`config.mk`:
```
export PLATFORM = sky130hd
export DESIGN_NAME = countdown_bcd_3_digits
export DESIGN_NICKNAME = d
export VERILOG_FILES = /design/src/rtl/countdown_bcd_3_digits.sv
export SDC_FILE = /design/constraint.sdc
export NUM_CORES = 1
export LEC_CHECK = 0
export ABC_AREA = 0
export BUFFER_PORTS_ARGS = -buffer_cell sky130_fd_sc_hd__buf_2
export CAP_MARGIN = 20
export CORE_MARGIN = 4
export CORE_UTILIZATION = 45
export CTS_CLUSTER_DIAMETER = 120
export CTS_CLUSTER_SIZE = 20
export DETAILED_ROUTE_END_ITERATION = 7
export GPL_ROUTABILITY_DRIVEN = 0
export PLACE_DENSITY_LB_ADDON = 0.05
export REMOVE_ABC_BUFFERS = 1
export SLEW_MARGIN = 0
export SYNTH_ARGS = -nofsm -noshare
export SYNTH_HDL_FRONTEND = slang
export SYNTH_SLANG_ARGS = --single-unit
```
`constraint.sdc`:
```
create_clock -name CLOCK_50 -period 6.15 [get_ports CLOCK_50]
set_input_delay 0.615 -clock CLOCK_50 [delete_from_list [all_inputs] [get_ports CLOCK_50]]
set_output_delay 0.615 -clock CLOCK_50 [all_outputs]
set_load 0.05 [all_outputs]
```
`src/rtl/countdown_bcd_3_digits.sv`:
```
// Presettable 3-digit BCD countdown timer with active-low 7-segment outputs.
// Optional AUTO_RELOAD_EN: on expiry, reload the last loaded preset and keep running.

module countdown_seg7 (
  input  logic [3:0] digit,
  output logic [6:0] seg
);
  // {g,f,e,d,c,b,a}, active-low
  always_comb begin
    seg = 7'b1111111;
    case (digit)
      4'd0: seg = 7'b1000000;
      4'd1: seg = 7'b1111001;
      4'd2: seg = 7'b0100100;
      4'd3: seg = 7'b0110000;
      4'd4: seg = 7'b0011001;
      4'd5: seg = 7'b0010010;
      4'd6: seg = 7'b0000010;
      4'd7: seg = 7'b1111000;
      4'd8: seg = 7'b0000000;
      4'd9: seg = 7'b0010000;
      default: seg = 7'b1111111;
    endcase
  end
endmodule

module countdown_bcd_3_digits #(
  parameter int TICK_DIV = 50000000
) (
  input  logic        CLOCK_50,
  input  logic        clr_n,
  input  logic        load,
  input  logic [11:0] preset,
  input  logic        start,
  input  logic        pause,
  output logic [11:0] bcd,
  output logic [6:0]  H0,
  output logic [6:0]  H1,
  output logic [6:0]  H2,
  output logic        running,
  output logic        zero,
  output logic        done
);
  localparam int NUM_DIGITS = 3;
  localparam int PW         = $clog2(TICK_DIV);

  typedef logic [NUM_DIGITS-1:0][3:0] digits_t;
  typedef enum logic [1:0] {IDLE, RUN, PAUSE, DONE} state_t;

  state_t          state_q, state_nx;
  digits_t         bcd_q, bcd_nx, preset_d, preset_san, dec_val;
  logic [PW-1:0]   presc_q, presc_nx;
  logic            done_q, done_nx;
  logic            tick;
  logic [NUM_DIGITS-1:0][6:0] seg;

`ifdef AUTO_RELOAD_EN
  digits_t         reload_q, reload_nx;
`endif

  // Ripple-borrow decrement from the units digit upward.
  function automatic digits_t bcd_dec(input digits_t v);
    digits_t r;
    logic    borrow;
    r      = v;
    borrow = 1'b1;
    for (int i = 0; i < NUM_DIGITS; i++) begin
      if (borrow) begin
        if (v[i] == 4'd0) begin
          r[i] = 4'd9;
        end else begin
          r[i]   = v[i] - 4'd1;
          borrow = 1'b0;
        end
      end
    end
    return r;
  endfunction

  assign preset_d = preset;

  for (genvar g = 0; g < NUM_DIGITS; g++) begin : g_dig
    assign preset_san[g] = (preset_d[g] > 4'd9) ? 4'd9 : preset_d[g];
    countdown_seg7 u_seg (.digit(bcd_q[g]), .seg(seg[g]));
  end

  assign H0      = seg[0];
  assign H1      = seg[1];
  assign H2      = seg[2];
  assign bcd     = bcd_q;
  assign zero    = (bcd_q == '0);
  assign running = (state_q == RUN);
  assign done    = done_q;

  assign tick    = (state_q == RUN) && (presc_q == PW'(TICK_DIV - 1));
  assign dec_val = bcd_dec(bcd_q);

  always_comb begin
    state_nx  = state_q;
    bcd_nx    = bcd_q;
    presc_nx  = presc_q;
    done_nx   = 1'b0;
`ifdef AUTO_RELOAD_EN
    reload_nx = reload_q;
`endif
    if (load && state_q != RUN) begin
      bcd_nx   = preset_san;
      presc_nx = '0;
`ifdef AUTO_RELOAD_EN
      reload_nx = preset_san;
`endif
      if (state_q == DONE) state_nx = IDLE;
    end else if (start && (state_q == IDLE || state_q == PAUSE) && !zero) begin
      state_nx = RUN;
      if (state_q == IDLE) presc_nx = '0;
    end else if (state_q == RUN) begin
      presc_nx = tick ? '0 : presc_q + PW'(1);
      // A decrement on the pause edge still lands; expiry overrides the pause.
      if (tick && dec_val == '0) begin
        done_nx  = 1'b1;
        bcd_nx   = '0;
        state_nx = DONE;
`ifdef AUTO_RELOAD_EN
        if (reload_q != '0) begin
          bcd_nx   = reload_q;
          state_nx = pause ? PAUSE : RUN;
        end
`endif
      end else begin
        if (tick)  bcd_nx   = dec_val;
        if (pause) state_nx = PAUSE;
      end
    end
  end

  always_ff @(posedge CLOCK_50) begin
    if (!clr_n) begin
      state_q  <= IDLE;
      bcd_q    <= '0;
      presc_q  <= '0;
      done_q   <= 1'b0;
`ifdef AUTO_RELOAD_EN
      reload_q <= '0;
`endif
    end else begin
      state_q  <= state_nx;
      bcd_q    <= bcd_nx;
      presc_q  <= presc_nx;
      done_q   <= done_nx;
`ifdef AUTO_RELOAD_EN
      reload_q <= reload_nx;
`endif
    end
  end
endmodule

```
==> results by stage <==
Status:
- The run finished with clean final reports.

Global route:
- The pin count of the biggest net entering global routing is 30.
- The number of antenna violations at the first check in global routing came to 0.
- The number of global-route vias before repair is 3,375.
- For this run, the total global-route usage over all layers was measured as 0.2061.
- The first global-routing pass estimated 16,500 µm of wire.
- The global route total overflow is 0.

Clock tree:
- The later pin in the worst-skew pair is clocked with a latency of 0.36 ns.
- The H-tree generated during clock tree synthesis spans 3 levels.
- The count of hold buffers inserted by post-cts repair is 0.
- Clock-pin slew was measured on the worst setup and hold paths at 0.06 ns.
- The clock tree root buffer cell is sky130_fd_sc_hd__clkbuf_8.
- TritonCTS built the clock tree.
- The post-CTS resize count is 0.
- TritonCTS created 9 clock buffers.
- The number of clock sinks seen by CTS is 62.
- No sink is reached through more buffers than the 2 on the longest clock path.
- The number of setup buffers added after CTS is 0.

Finish:
- The net count reported at finish is 522.
- The number of fillers in the final layout is 820.
- The library cells used most frequently in the layout, excluding fill and tap cells, are 62 x sky130_fd_sc_hd__dfxtp_1, 52 x sky130_fd_sc_hd__buf_2, 37 x sky130_fd_sc_hd__nor2_1.
- The area growth from synthesis to layout is 13.38%.
- The antenna diode count is 0.
- For this run, the share of the core covered by cells in the final layout is 0.5240.
- Leaving out fill and tap cells, the most frequent cell in the layout is sky130_fd_sc_hd__dfxtp_1.
- In the final layout, the share of cells above drive strength 1 is 0.1931.

STA:
- The count of endpoints failing setup in the final report is 0.
- The worst path in the final design needs a cycle of 3.630 ns, including I/O delays and setup.
- The max-slew violation count is 0.
- The transition time at the pin with the least slew margin is 1.042 ns.
- Setup repair after global routing left no endpoint under its margin.
- The clock arrives with 0.01123 ns of skew.
- In the finished design, the share of the clock period the worst path needs comes to 0.5902.
- The maximum operating frequency is 275.5 MHz.
- Adding up every negative setup slack in the final design gives 0 ns.
- Measured against its own limit, the worst slew margin works out to 0.3040.
- The total count of hold-check failures in the final report is 0.

Logic synthesis:
- The mean instance size in the synthesized netlist is 8.568 µm².
- The fraction of synthesis flops using an asynchronous set or reset pin is 0.
- The largest total area in the synthesized netlist belongs to sky130_fd_sc_hd__dfxtp_1.
- Of the post-synthesis cell area, the dominant cell type holds 0.3285.
- For this run, the leading register cell type out of synthesis is sky130_fd_sc_hd__dfxtp_1.
- The share of the Yosys chip area taken by registers is 0.3285.
- Sorting the synthesized cells by area gives the leading types as sky130_fd_sc_hd__dfxtp_1 33%, sky130_fd_sc_hd__ha_1 6.0%, sky130_fd_sc_hd__nor2_1 3.7%.
- The number of synthesized flops with an enable pin is 0.
- Counting every instance in the synthesized netlist gives 441.
- During synthesis, Yosys emitted a total of 0 warnings.
- The number of different library cells used by synthesis comes to 70.
- After synthesis the cells add up to 3779 µm².
- Counting flops and latches in the post-synthesis netlist gives 62.

Die:
- The die extent in x is 99.64 µm.
- The placeable core area is 8175 µm².
- The die footprint is 9927 µm².
- The initial utilization of the core area, before any placement, comes to 0.4622.
- The number of cell rows is 33.
- From bottom edge to top edge, the die measures 99.64 µm.
- For this design the top-level I/O count stands at 53.

Critical path:
- The worst setup path is of the reg2reg kind.
- At the worst endpoint, the arrival time is 3.91 ns.
- STA classifies the critical path startpoint as a register.
- The data required time of the critical path is 6.43 ns.
- The launch instance of the worst register-to-register path is bcd[0].
- The worst setup path is captured at a register.
- In this run the worst setup path begins at bcd[0].
- Of all nets on the critical path, the largest fanout is 16.

Pwr:
- The power density normalized to cell area is 254.5 nW/µm².
- Of the total power, combinational logic draws 0.270.
- The net switching component of the power is 0.0003905 W.
- After layout, the design draws a total of 0.001091 W.
- The internal power contribution is 0.0007000 W.
- VDD sags by at most 0.1211 mV.
- The proportion of total power due to net switching is 0.3581.
- Of the total power, the clock network draws 0.319.
- Summed over all cells, the static leakage comes to 1.688 nW.
- The share of total power in sequential cells is 0.410.

Placed design:
- The estimated wirelength of the detail-placed design is 7095 µm.
- In this run the tool buffered the top-level ports with 52 buffer cells.

Hold path:
- The startpoint of the worst hold path is presc_q[1].
- In this run the worst hold path is classified as reg2reg.

Drt:
- The number of optimization iterations in the first detailed-route pass is 5.
- The routed wire length is 9889 µm.
- Dividing the detail-routed via count by the number of cells gives 5.916.
- The mean routed wirelength per cell is 16.56 µm.
- Once detail routing completed, the nets flagged for antenna violations numbered 0.
- The violation count after the first detailed-route iteration is 193.
- The vias after detailed routing is 3,532.
- The number of DRC violations after detailed routing is 0.

Run:
- Across the run, the number of max-cap violations was 0.
==> layout make-up <==
class / instances / area (µm²) / area share
well taps: 105 / 131.4 / 0.03067
clock inverters: 5 / 50.05 / 0.01168
flip-flops and latches: 62 / 1241 / 0.2897
multi-input cells: 333 / 2350 / 0.5485
clock buffers: 11 / 131.4 / 0.03067
inverters: 26 / 97.59 / 0.02278
repair buffers: 55 / 282.8 / 0.06600
==> cells by family after synthesis <==
kind of cell | synth area share
buffers and inverters | 0.05099
adder cells (fa/ha/maj) | 0.05960
AND/OR/NAND/NOR | 0.2824
AO/OA/AOI/OAI | 0.2023
XOR/XNOR | 0.05099
multiplexers | 0.02517
flip-flops | 0.3285
==> registers in the layout (all words and copies together) (netlist names) <==
signal / cells
g_dig.u_seg.seg: 21
presc_q: 26
done: 1
state_q: 2
bcd: 12
==> power by group through the flow <==
| stage | clock network [W] | logic (W) | registers (W) |
|---|---|---|---|
| floorplan | 0 | 0.000130 | 0.000545 |
| global placement | 0 | 0.000293 | 0.000455 |
| detailed placement | 0 | 0.000293 | 0.000456 |
| CTS | 0.000354 | 0.000295 | 0.000447 |
| global route | 0.000374 | 0.000320 | 0.000452 |
| finish | 0.000348 | 0.000295 | 0.000447 |
==> per-stage QoR <==
stage | hold WS, ns | std cells | cell area [µm²] | setup WS [ns]
final | 0.5422 | 597 | 4284 | 2.520
after global routing | 0.5907 | 597 | 4284 | 2.160
after CTS | 0.5446 | 597 | 4284 | 2.516
after detailed placement | 0.5230 | 581 | 4103 | 2.539
after global placement | 0.5176 | 581 | 4103 | 2.600
after floorplan | 0.4851 | 421 | 3684 | 2.552
==> synthesized netlist by cell type (all sizes together) (5+ instances only) <==
| master | n |
|---|---|
| dfxtp | 62 |
| nor2 | 37 |
| inv | 24 |
| a21oi | 23 |
| nand2 | 20 |
| ha | 18 |
| nand3 | 17 |
| o21ai | 15 |
| clkbuf | 14 |
| nor4 | 14 |
| xor2 | 12 |
| nor3 | 11 |
| and3 | 10 |
| nand4 | 10 |
| xnor2 | 10 |
| nand2b | 8 |
| nor2b | 8 |
| and2 | 7 |
| o22ai | 7 |
| a211oi | 6 |
| buf | 6 |
| or2 | 6 |
| a2111oi | 5 |
| and4 | 5 |
| mux2i | 5 |
==> final timing paths <==
| check | end | slack (ns) | depth (start not counted) |
|---|---|---|---|
| max | g_dig[0].u_seg.seg[1] | 2.52 | 11 |
| min | presc_q[1] | 0.54 | 2 |
| max reg2reg | g_dig[0].u_seg.seg[1] | 2.52 | 11 |
| min reg2reg | presc_q[1] | 0.54 | 2 |
==> metal layers <==
metal | GRT usage | vias to the layer above | routed length [µm]
met5 | 0 | - | 0
met2 | 0.3099 | 99 | 4388
met3 | 0.04208 | 14 | 512
met1 | 0.2870 | 1690 | 4805
met4 | 0.08508 | 0 | 182
li1 | - | 1729 | -
==> critical path, stage by stage, from the launching register on <==
cell and delay, ns:
sky130_fd_sc_hd__dfxtp_1 0.35, sky130_fd_sc_hd__inv_1 0.09, sky130_fd_sc_hd__ha_1 0.29, sky130_fd_sc_hd__or3b_2 0.64, sky130_fd_sc_hd__o31a_1 0.29, sky130_fd_sc_hd__or4_4 0.45, sky130_fd_sc_hd__o311a_4 0.35, sky130_fd_sc_hd__or2_2 0.31
sky130_fd_sc_hd__and2_1 0.18, sky130_fd_sc_hd__ha_1 0.30, sky130_fd_sc_hd__nand2b_1 0.14, sky130_fd_sc_hd__a2bb2oi_1 0.16
(Power assumes the default switching activity.)
